<file path="src/rtl/mem_access_unit.sv">
// mem_access_unit: load/store front-end that checks a request, drives the memory for one cycle and returns the result
module mem_access_unit #(
  parameter logic [31:0] pWords      = 32'd44,
  parameter logic        pCheckAlign = 1'b1
) (
  input  logic        iwClk,
  input  logic        iwnRst,
  input  logic        iwReqValid,
  output logic        owReqReady,
  input  logic        iwReqWrite,
  input  logic [2:0]  iwReqOp,
  input  logic [31:0] iwReqAddr,
  input  logic [31:0] iwReqData,
  output logic        owRespValid,
  input  logic        iwRespReady,
  output logic [31:0] orRespData,
  output logic        orRespErr,
  output logic [31:0] owMemReadAddr,
  output logic [31:0] owMemWriteAddr,
  output logic [31:0] owMemWriteData,
  output logic [3:0]  owMemWstrb,
  input  logic [31:0] iwMemReadData
);
  typedef enum logic [1:0] {IDLE, ACCESS, RESP} state_t;
  localparam logic [32:0] mem_bytes = {1'b0, pWords} * 33'd4;
  state_t state, next_state;
  logic        wr;
  logic [2:0]  op;
  logic [31:0] addr;
  logic [31:0] data;
  logic [32:0] size;
  logic        bad_op, misaligned, out_of_range, req_err;
  logic [31:0] load_ext;
  // Request legality: opcode, alignment and range; the end address uses 33 bits so it cannot wrap
  always_comb begin
    size         = iwReqOp[1] ? 33'd4 : iwReqOp[0] ? 33'd2 : 33'd1;
    bad_op       = iwReqWrite ? (iwReqOp > 3'd2) : (iwReqOp[1:0] == 2'b11 || iwReqOp == 3'b110);
    misaligned   = pCheckAlign && ((iwReqOp[1:0] == 2'b01 && iwReqAddr[0]) ||
                                   (iwReqOp[1:0] == 2'b10 && iwReqAddr[1:0] != 2'b00));
    out_of_range = ({1'b0, iwReqAddr} + size) > mem_bytes;
    req_err      = bad_op || misaligned || out_of_range;
  end
  // Sign/zero extension of the memory word; op[2] marks the unsigned variants
  always_comb begin
    load_ext = op[1] ? iwMemReadData
             : op[0] ? {{16{~op[2] & iwMemReadData[15]}}, iwMemReadData[15:0]}
             :         {{24{~op[2] & iwMemReadData[7]}},  iwMemReadData[7:0]};
  end
  // State register
  always_ff @(posedge iwClk or negedge iwnRst) begin
    if (!iwnRst) state <= IDLE;
    else         state <= next_state;
  end
  // Next state: errors skip the memory cycle, responses wait for the consumer
  always_comb begin
    next_state = state;
    if (state == IDLE && iwReqValid) next_state = req_err ? RESP : ACCESS;
    else if (state == ACCESS)        next_state = RESP;
    else if (state == RESP && iwRespReady) next_state = IDLE;
  end
  // Request latch and response capture
  always_ff @(posedge iwClk or negedge iwnRst) begin
    if (!iwnRst) begin
      wr         <= 1'b0;
      op         <= 3'd0;
      addr       <= 32'd0;
      data       <= 32'd0;
      orRespData <= 32'd0;
      orRespErr  <= 1'b0;
    end else if (state == IDLE && iwReqValid) begin
      wr         <= iwReqWrite;
      op         <= iwReqOp;
      addr       <= iwReqAddr;
      data       <= iwReqData;
      orRespData <= 32'd0;
      orRespErr  <= req_err;
    end else if (state == ACCESS) begin
      orRespData <= wr ? 32'd0 : load_ext;
    end
  end
  assign owReqReady     = (state == IDLE);
  assign owRespValid    = (state == RESP);
  assign owMemReadAddr  = addr;
  assign owMemWriteAddr = addr;
  assign owMemWriteData = data;
  // Strobes depend only on state, so an async reset removes them before the memory's falling edge
  assign owMemWstrb = (state == ACCESS && wr) ? (op[1] ? 4'hF : op[0] ? 4'h3 : 4'h1) : 4'h0;
endmodule

</file>
<file path="config.mk">
export PLATFORM = sky130hd
export DESIGN_NAME = mem_access_unit
export DESIGN_NICKNAME = d
export VERILOG_FILES = /design/src/rtl/mem_access_unit.sv
export SDC_FILE = /design/constraint.sdc
export NUM_CORES = 1
export LEC_CHECK = 0
export ABC_CLOCK_PERIOD_IN_PS = 4100
export CORE_UTILIZATION = 45
export CTS_BUF_LIST = sky130_fd_sc_hd__clkbuf_8
export DETAILED_ROUTE_END_ITERATION = 8
export PLACE_DENSITY = 0.87
export SETUP_SLACK_MARGIN = 0.05
export SLEW_MARGIN = 20
export SYNTH_ARGS = -nofsm -noshare
export SYNTH_HDL_FRONTEND = slang
export SYNTH_SLANG_ARGS = --single-unit
</file>
<file path="constraint.sdc">
create_clock -name iwClk -period 4.1 [get_ports iwClk]
set_clock_uncertainty 0.15 [all_clocks]
set_input_delay 0.615 -clock iwClk [delete_from_list [all_inputs] [get_ports iwClk]]
set_output_delay 0.615 -clock iwClk [all_outputs]
set_load 0.02 [all_outputs]
</file>
==> flow_summary.yaml <==
cts:
  cts_sinks: 103
  clk_path_buf_depth: 2
  htreeDepth: 3
  cts-root-buf: "clkbuf_8"
  clk_pin_slew_ps: 90
  post_cts_buffers: 0
  cts_hold_buffers: 0
  cts_tree: "done"
  cts-resized-gates: 0
  numCtsBuffers: 9
  clock_latency_ps: 360
synth:
  synth_seq_cells: 103
  synth.largest_area_cell: "dfrtp_1"
  async_flop_share: 1.000
  synth_edf_count: 0
  syn-cell-area_um2: 5052
  yosysWarnings: 0
  ys_types: 60
  synth_top_area_frac: 0.5102
  ys_seq_area_frac: 0.5102
  synthCells: 448
  synth_fp_nets: 556
  synth_ff_type: "dfrtp_1"
  syn_area_per_cell_um2: 11.28
  ys_top_cells_by_area: "dfrtp_1, mux2_2, buf_4"
drt:
  antenna_left: 0
  drc_errors: 0
  routed_via_density: 5.448
  routed_wl_um: 14200
  first_pass_iters: 4
  drt_iter0_markers: 307
  route.detailed.wl_per_inst_um: 17.86
  vias: 4331
critical_path:
  cp_slowest_cell: "clkdlybuf4s50_1"
  path_buf_inv: 2
  start_kind: "input pin"
  end_kind: "register"
  crit_chain: "clkdlybuf4s50_1 > nor2_1 > ha_1 > inv_1 > fa_1 > nor2b_1 > o21a_1 > nand4_1 > a2111oi_0 > o2111ai_1 > nor4_2 > nor2_1"
  cp.arrival_ps: 3790
  cp_slowest_stage_delay_ps: 480
  cp_max_fo: 9
  cp_top_family: "compound AO/OA/AOI/OAI gates"
  cp_data_required_time_ps: 4190
  crit_type: "input pin to register"
  cp_common_cell: "nor2_1"
sta:
  finalHoldViolations: 0
  slew-limit-headroom: 0.4311
  fmax_ghz: 0.2698
  setup_tns_ps: 0
  tightest_slew_ps: 853.3
  slew_violations: 0
  period_needed_ps: 3706
  timing.final.crit_share: 0.9038
  finalWorstSetupSlack_ps: 394.2
  setup_viol: 0
  rsz0062_at_grt: "false"
finish:
  n_antenna_cell: 0
  multiInputGateArea_um2: 2155
  fillers: 798
  nets: 759
  regArea_um2: 2577
  stdcell_area_um2: 7570
  area_growth_pct: 49.83
  drive_above_1_share: 0.1573
die:
  coreArea_um2: 10890
  initial_core_util: 0.4640
  dieArea_um2: 11660
  die_x_um: 108.0
  ios: 239
  die_height_um: 108.0
  rows: 38
global_route:
  grt_pass1_wl_um: 22430
  grt_max_degree: 70
  grt-ovfl-total: 0
  antenna_found_initial: 0
  grt_pass1_vias: 4499
  grt.total_usage: 0.2506
placed_design:
  place_area_um2: 7336
  port_buffers: 238
  hpwl_um: 10980
  pre_cts_ws_ps: 63.33
  routabilityCongestion: 0.8529
pwr:
  p_leak_nw: 3.066
  powerDensity_nw_per_um2: 445.0
  vdd_drop_max_uv: 340.6
  totalPowerFinal_w: 0.003368
min_path:
  hold_class: "input pin to asynchronous set/reset pin"
job:
  maxCapViolations: 0
status:
  status: "finished clean"
[kinds of logic after synthesis]
logic type / share of synthesized area
and+or+nand+nor: 0.1518
DFF: 0.5102
AOI/OAI and AO/OA: 0.09832
muxes: 0.1538
buffers and inverters: 0.06587
xor gates and xnor gates: 0.008669
adders and majority gates: 0.01139
[path summary, 6_finish.rpt]
| kind | from | endpoint | cells past startpoint | slack [ps] |
|---|---|---|---|---|
| worst max-delay path | iwReqOp[1] | orRespErr | 12 | 390 |
| worst min-delay path | iwnRst | owMemReadAddr[6] | 1 | 20 |
| worst max register to register | state[0] | orRespData[18] | 4 | 1360 |
| worst min register to register | orRespData[15] | orRespData[15] | 2 | 330 |
| max in group asynchronous | iwnRst | owMemWriteData[22] | 2 | 2940 |
| min in group iwClk | orRespData[15] | orRespData[15] | 2 | 330 |
[sequential cells by signal (all words and copies together), names as in the netlist]
signal / flops
orRespErr: 1
owMemReadAddr: 32
wr: 1
orRespData: 32
state: 2
owMemWriteData: 32
op: 3
[area by class of cell]
type                            instances  share of cell area
Sequential cell                       103              0.3405
Timing Repair Buffer                  242              0.3183
Multi-Input combinational cell        290              0.2846
Tap cell                              140             0.02314
Clock buffer                            9             0.01636
Clock inverter                          6             0.01455
Inverter                                5            0.002479
[synthesized netlist by cell type (3+ instances only)]
| cell type | instances |
|---|---|
| a21oi_1 | 6 |
| a22o_1 | 8 |
| a31oi_1 | 3 |
| and2_1 | 4 |
| and3_1 | 3 |
| buf_4 | 33 |
| clkbuf_1 | 14 |
| dfrtp_1 | 103 |
| ha_1 | 3 |
| inv_1 | 5 |
| mux2_2 | 69 |
| nand2_1 | 44 |
| nand3_1 | 8 |
| nand3b_1 | 3 |
| nand4_1 | 12 |
| nor2_1 | 19 |
| nor2b_1 | 22 |
| nor3_1 | 5 |
| nor3b_1 | 4 |
| o21a_1 | 3 |
| o21ai_0 | 25 |
| o22ai_1 | 3 |
| xnor2_1 | 3 |
[placed cells by master (no fill, tap or decap), types with 8 or more instances in the layout]
cell and n:
a22o_1 8, clkbuf_8 9, clkdlybuf4s50_1 237, dfrtp_1 103, mux2_2 69, nand2_1 44
nand3_1 8, nand4_1 12, nor2_1 19, nor2b_1 22, o21ai_0 25
[routing by layer]
layer | GRT usage | routed length, um
met1 | 0.2944 | 5516
met2 | 0.4322 | 7167
met3 | 0.06148 | 1083
met4 | 0.1125 | 432
met5 | 0 | 0
[metrics by stage]
stage | util | hold slack [ps] | std cells
2_1_floorplan | - | 169.4 | 448
3_3_place_gp | 0.6731 | 299.7 | 780
3_5_place_dp | 0.6738 | 305.7 | 780
4_1_cts | 0.6952 | 28.64 | 795
5_1_grt | 0.6952 | 44.26 | 795
6_report | 0.6952 | 24.89 | 795
[power by group]
group / total (W) / internal, W / switching (W)
sequential: 0.00132 / 0.00119 / 0.000134
clock: 0.000742 / 0.000401 / 0.000341
combinational: 0.00130 / 0.000691 / 0.000611
No activity file was read; power rests on OpenSTA's default activity.
